$ cat config.mk
export PLATFORM = sky130hd
export DESIGN_NAME = gb_serial
export DESIGN_NICKNAME = d
export VERILOG_FILES = /design/src/rtl/gb_serial.sv
export SDC_FILE = /design/constraint.sdc
export NUM_CORES = 1
export LEC_CHECK = 0
export ABC_AREA = 1
export ABC_CLOCK_PERIOD_IN_PS = 1800
export BUFFER_PORTS_ARGS = -buffer_cell sky130_fd_sc_hd__buf_2
export CAP_MARGIN = 20
export CELL_PAD_IN_SITES_DETAIL_PLACEMENT = 2
export CELL_PAD_IN_SITES_GLOBAL_PLACEMENT = 2
export CORE_MARGIN = 4
export CORE_UTILIZATION = 25
export CTS_CLUSTER_DIAMETER = 30
export DETAILED_ROUTE_END_ITERATION = 12
export PLACE_DENSITY_LB_ADDON = 0.1
export SLEW_MARGIN = 0
export SYNTH_ARGS = -nofsm -noshare
export SYNTH_HDL_FRONTEND = slang
export SYNTH_SLANG_ARGS = --single-unit
$ cat constraint.sdc
create_clock -name clk -period 1.8 [get_ports clk]
set_clock_uncertainty 0.15 [all_clocks]
set_input_delay 0.36 -clock clk [delete_from_list [all_inputs] [get_ports clk]]
set_output_delay 0.36 -clock clk [all_outputs]
set_load 0.005 [all_outputs]
$ cat src/rtl/gb_serial.sv
// Game Boy serial link port: SB (FF01) shift register and SC (FF02) control.
// Shifts SB out MSB-first while sampling sin_i; raises irq_serial when the byte completes.
module gb_serial #(
   parameter int unsigned SERIAL_DIV = 128
) (
   input  logic        clk,
   input  logic        reset,
   input  logic [15:0] addr,
   input  logic [7:0]  data_i,
   input  logic        wren,
   output logic [7:0]  data_o,
   output logic        irq_serial,
   output logic        sclk_o,
   output logic        sout_o,
   input  logic        sclk_i,
   input  logic        sin_i
);

   localparam int unsigned DW = $clog2(SERIAL_DIV);
   localparam logic [DW-1:0] DIV_LAST = DW'(SERIAL_DIV - 1);
   localparam logic [DW-1:0] DIV_HALF = DW'(SERIAL_DIV / 2);
   localparam logic [DW-1:0] HALF_M1  = DW'(SERIAL_DIV / 2 - 1);

   typedef enum logic {ST_IDLE, ST_BUSY} state_t;

   state_t          state_q, state_d;
   logic            int_q, int_d;
   logic [7:0]      sb_q, sb_d;
   logic [DW-1:0]   div_q, div_d;
   logic [2:0]      bit_q, bit_d;
   logic            irq_q, irq_d;
   logic            sin_meta_q, sin_s_q;
   logic            sclk_meta_q, sclk_s_q, sclk_prev_q;

   logic            busy, wr_sb, wr_sc, sclk_rise, shift_en;

   always_ff @(posedge clk or negedge reset) begin
      if (!reset) begin
         state_q     <= ST_IDLE;
         int_q       <= 1'b0;
         sb_q        <= '0;
         div_q       <= '0;
         bit_q       <= '0;
         irq_q       <= 1'b0;
         sin_meta_q  <= 1'b1;
         sin_s_q     <= 1'b1;
         sclk_meta_q <= 1'b1;
         sclk_s_q    <= 1'b1;
         sclk_prev_q <= 1'b1;
      end else begin
         state_q     <= state_d;
         int_q       <= int_d;
         sb_q        <= sb_d;
         div_q       <= div_d;
         bit_q       <= bit_d;
         irq_q       <= irq_d;
         sin_meta_q  <= sin_i;
         sin_s_q     <= sin_meta_q;
         sclk_meta_q <= sclk_i;
         sclk_s_q    <= sclk_meta_q;
         sclk_prev_q <= sclk_s_q;
      end
   end

   assign busy      = (state_q == ST_BUSY);
   assign wr_sb     = wren && (addr == 16'hFF01);
   assign wr_sc     = wren && (addr == 16'hFF02);
   assign sclk_rise = sclk_s_q & ~sclk_prev_q;
   assign shift_en  = busy && (int_q ? (div_q == HALF_M1) : sclk_rise);

   always_comb begin
      state_d = state_q;
      int_d   = int_q;
      sb_d    = sb_q;
      div_d   = div_q;
      bit_d   = bit_q;
      irq_d   = 1'b0;

      if (busy && int_q) begin
         div_d = (div_q == DIV_LAST) ? '0 : div_q + 1'b1;
      end

      // An SC write owns the whole edge: it suppresses any coincident shift and its irq.
      if (wr_sc) begin
         state_d = data_i[7] ? ST_BUSY : ST_IDLE;
         int_d   = data_i[0];
         div_d   = '0;
         bit_d   = '0;
      end else if (shift_en) begin
         sb_d = {sb_q[6:0], sin_s_q};
         if (bit_q == 3'd7) begin
            state_d = ST_IDLE;
            bit_d   = '0;
            div_d   = '0;
            irq_d   = 1'b1;
         end else begin
            bit_d = bit_q + 3'd1;
         end
      end

      if (wr_sb && !busy) begin
         sb_d = data_i;
      end
   end

   always_comb begin
      data_o = 8'hFF;
      if (addr == 16'hFF01) begin
         data_o = sb_q;
      end else if (addr == 16'hFF02) begin
         data_o = {busy, 6'b111111, int_q};
      end
   end

   assign irq_serial = irq_q;
   assign sclk_o     = !(busy && int_q && (div_q < DIV_HALF));
   assign sout_o     = sb_q[7];

endmodule

# [Word level (Yosys, flattened, before mapping)]
# Index checks and enable logic that the tools add are counted.
[word_totals] ff_bits=26 input_bits=29 out_inout_bits=11 wordCells=56
[classes] n_addsub=2 n_lt_le_gt_ge=1 n_eq_ne=6 muxes=21 bitwise_logic=2 n_reduce_logical=13
[ops] op="two-way mux 8 bit" n=5
[ops] op="two-way mux 7 bit" n=5
[ops] op="== test 16 bit, second input constant" n=2
[ops] op="two-way mux 3 bit" n=3
[ops] op="two-way mux 1 bit" n=8
[ops] op="adder 7 x 1 -> 7 bit, second input constant" n=1
[ops] op="== test 7 x 6 -> 1 bit, second input constant" n=1
[ops] op="== test 7 bit, second input constant" n=1
[ops] op="less-than comparator 7 bit, second input constant" n=1
[ops] op="logical AND 1 bit" n=6
[ops] op="nonzero test 2 bit" n=3
[ops] op="AND reduction 2 bit" n=2
[ops] op="adder 3 x 1 -> 3 bit, second input constant" n=1
[ops] op="== test 3 bit, second input constant" n=1
[ops] op="logical NOT 1 bit" n=2
[ops] op="!= test 2 x 1 -> 1 bit, second input constant" n=1
[ops] op="AND 1 bit" n=1
[ops] op="inverter 1 bit" n=1

# [Depth between registers and ports, before layout]
[depth] ltp_word=7 mapped_depth=10 ltp_nobuf=9

# [Worst setup path after synthesis]
# Ideal clock, no wire load.
[synth_path] path_type="input port to output port" start="input addr[5]" end="output data_o[1]" arrival_time_ps=1205 t_required_ps=1290 setup_slack_ps=85 path_stages=5 n_path_buf=0 path_cell_list="nor2_1 -> nand3_2 -> nor2_1 -> nand3_1 -> or2_2"
[synth_via] elab_chain_len=2
[synth_lines] element="start, declared" line_no="8" text="input logic [15:0] addr,"
[synth_lines] element="== test 16 bit" line_no="108" text="if (addr == 16'hFF01) begin"
[synth_lines] element="two-way mux 8 bit" line_no="108"
[synth_lines] element="end, declared" line_no="11" text="output logic [7:0] data_o,"
# No other way between the ends.

# [Final worst setup path]
# Ends and elaborated chain as after synthesis.

==> flow_metrics.tcl <==
set metrics [dict create \
    slew_viol_final 0 \
    clkPwrFrac_pct 41.7 \
    start_kind "primary input" \
    cts_sinks 26 \
    switching_share_pct 21.8 \
    start_util_pct 26.3 \
    synthMuxAreaShare_pct 0 \
    core_region_area_sq_um 5610 \
    drc 0 \
    postLayoutCoreUtil_pct 40.4 \
    layout_setup_ws_ns -0.0844 \
    yosysSeqAreaShare_pct 44.5 \
    antenna_found_initial 0 \
    ant_nets 0 \
    row_count 27 \
    grt_start_max_net_pins 27 \
    fp.dieH_um 84.9 \
    dp_hpwl_mm 3.49 \
    holdCritPathClass "in -> reg" \
    powerDensity_nw_per_um2 531 \
    critPathBufInv 3 \
    grt_pass1_wl_mm 8.08 \
    wire_per_inst_um 15.4 \
    crit_chain "buf_8, nor2_4, nand3_4, nor2_4, nand3_2, buf_6, or2_4, buf_6" \
    pwr-share-seq_pct 49.6 \
    grt_pass1_vias 1637 \
    p_comb_share_pct 8.7 \
    mostFrequentLayoutCells "43 x nand2_1, 30 x buf_2, 21 x dfrtp_1, 18 x buf_4" \
    drtIter0Drc 31 \
    status "finished with violations" \
    synth_compound_area_share_pct 3.39 \
    path_class "in -> out" \
    path_max_fanout 8 \
    port_buffers 39 \
    synth.avg_cell_area_sq_um 8.30 \
    crit_required_ns 1.29 \
    cp-end-kind "primary output" \
    globalRouteTotalUtil_pct 13.9 \
    ys_ff_latch 26 \
    nets 280 \
    violations "setup timing" \
    synth_top_family_by_area "simple AND/OR/NAND/NOR gates" \
    htreeDepth 1 \
    arrival_ns 1.37 \
    hold_violations 0 \
    post-route-min-period_ns 1.88 \
    whs_ns 0.0151 \
    die_area_sq_um 7200 \
    fp.dieW_um 84.9 \
    postSynthCellCount 178 \
    syn_nets 210 \
    vias 1464 \
    antenna_cells 0 \
    path_clk_slew_ns 0.10 \
    relSlewSlack_pct 59.6 \
    drt_wl_total_mm 4.90 \
    synth_adder_area_share_pct 2.54 \
    max_clock_freq_ghz 0.531 \
    p_leak_nw 1.12 \
    peakVddDrop_v 0.000516 \
    drive_gt1_share_pct 46.2 \
    syn_area_sq_um 1480 \
    gr-total-overflow 0 \
    area_delta_synth_final_pct 53.2 \
    synth_xor_xnor_area_share_pct 3.56 \
    setup_viol 8 \
    clockBufferDepth 2 \
    synth_simple_gate_area_share_pct 40.5 \
    cp_top_family "simple AND/OR/NAND/NOR gates" \
    ys_types 28 \
    yosysWarningCount 0 \
    rsz0062_at_grt "yes" \
    viasPerCell 4.59 \
    max_stage_delay_ns 0.23 \
    worstMarginPinSlew_ns 0.606 \
    first_pass_iters 4 \
    crit_slowest_cell "or2_4" \
    cts_buffers 3 \
    place.gp.congestion 0.720 \
    io_pins 40 \
    timing.final.crit_share_pct 105 \
    cap_violations 0 \
    layout_commonest_cell "nand2_1" \
    clk_latency_ns 0.28 \
    p_sw_uw 262 \
    cts-root-buf "clkbuf_8" \
    p_int_uw 941 \
    cts_tree "done" \
]
==> stage by stage <==
stage | area [sq um] | TNS [ns] | setup slack, ns | instances | power [mW]
6_report | 2260 | -0.624 | -0.0844 | 319 | 1.20
5_1_grt | 2260 | -1.17 | -0.155 | 319 | 1.26
4_1_cts | 2080 | -0.670 | -0.102 | 312 | 1.20
3_5_place_dp | 1880 | -1.55 | -0.224 | 303 | 0.687
3_3_place_gp | 1880 | -1.12 | -0.176 | 303 | 0.683
2_1_floorplan | 1480 | 0 | 0.0845 | 178 | 0.629
==> registers in the layout, indices dropped and copies added, names as in the netlist <==
| register | flops |
|---|---|
| sclk_s_q | 1 |
| sin_meta_q | 1 |
| sclk_prev_q | 1 |
| sin_s_q | 1 |
| div_q | 7 |
| sb_q | 8 |
| int_q | 1 |
| busy | 1 |
| sclk_meta_q | 1 |
| irq_serial | 1 |
| bit_q | 3 |
==> cell type report <==
type / count / area, sq um
Clock buffer: 3 / 41.3
Multi-Input combinational cell: 134 / 898
Sequential cell: 26 / 657
Timing Repair Buffer: 64 / 475
Inverter: 19 / 71.3
Clock inverter: 1 / 30.0
Fill cell: 653 / 3340
Tap cell: 72 / 90.1
==> worst register-to-register path: stages, from the launching register on <==
cell     delay [ns]
dfrtp_1        0.40
ha_1           0.20
nand3_1        0.10
nor2_1         0.15
nand3_2        0.13
nand2_4        0.13
nand2_8        0.09
buf_12         0.14
nand3_1        0.06
nand2_1        0.06
==> cell families (layout without fill, tap and decap cells) <==
logic type,after synthesis,after routing
and+or+nand+nor,115,117
AOI/OAI and AO/OA,8,8
adders and majority gates,3,3
DFF,26,26
xor gates and xnor gates,6,6
buffers and inverters,20,87
==> power by group through the flow <==
stage	sequential [mW]	combinational, mW	clock (mW)
after floorplan	0.607	0.0220	0
after global placement	0.607	0.0758	0
after detailed placement	0.608	0.0795	0
after CTS	0.597	0.0926	0.515
after global routing	0.598	0.120	0.545
final	0.597	0.105	0.501
==> cells in the mapped netlist <==
| library cell | n | area, sq um |
|---|---|---|
| a21oi_1 | 2 | 10.0 |
| buf_6 | 1 | 11.3 |
| dfrtp_1 | 21 | 526 |
| dfstp_2 | 5 | 131 |
| ha_1 | 3 | 37.5 |
| inv_1 | 17 | 63.8 |
| inv_2 | 2 | 7.51 |
| nand2_1 | 50 | 188 |
| nand2_2 | 5 | 31.3 |
| nand2_4 | 2 | 22.5 |
| nand3_1 | 14 | 70.1 |
| nand3_2 | 2 | 20.0 |
| nand3_4 | 2 | 35.0 |
| nand4_1 | 9 | 56.3 |
| nor2_1 | 18 | 67.6 |
| nor2_2 | 2 | 12.5 |
| nor2_4 | 2 | 22.5 |
| nor2_8 | 1 | 20.0 |
| nor3_1 | 1 | 5.00 |
| nor3_2 | 1 | 10.0 |
| o211ai_2 | 1 | 12.5 |
| o21ai_0 | 2 | 10.0 |
| o21ai_1 | 1 | 5.00 |
| o22ai_1 | 2 | 12.5 |
| or2_1 | 2 | 12.5 |
| or2_2 | 4 | 25.0 |
| xnor2_1 | 3 | 26.3 |
| xor2_1 | 3 | 26.3 |
==> path summary, 6_finish.rpt <==
check                      cells after the start     endpoint  slack [ns]       start
setup / recovery                               8    data_o[1]       -0.08     addr[5]
hold / removal                                 1  sclk_meta_q        0.02      sclk_i
setup reg to reg                               9      sb_q[1]        0.09    div_q[0]
hold reg to reg                                0      sin_s_q        0.21  sin_meta_q
max in group asynchronous                      2     div_q[3]        0.64       reset
min in group asynchronous                      2     bit_q[1]        0.46       reset
==> timing repair <==
action	in CTS	in global routing
hold endpoints to repair	21	1
cloned	0	2
buffers inserted	4	5
endpoints found under the setup margin	8	27
gates resized for setup	20	27
hold buffers	1	1
pin swaps	8	16
==> layer usage <==
layer | vias up | GRT usage, % | part of all wire, %
li1 | 710 | - | -
met1 | 721 | 18.0 | 44
met2 | 31 | 24.4 | 52
met3 | 2 | 3.30 | 4.2
met4 | 0 | 1.29 | 0.20
met5 | - | 0 | 0
No activity file was read; power rests on OpenSTA's default activity.
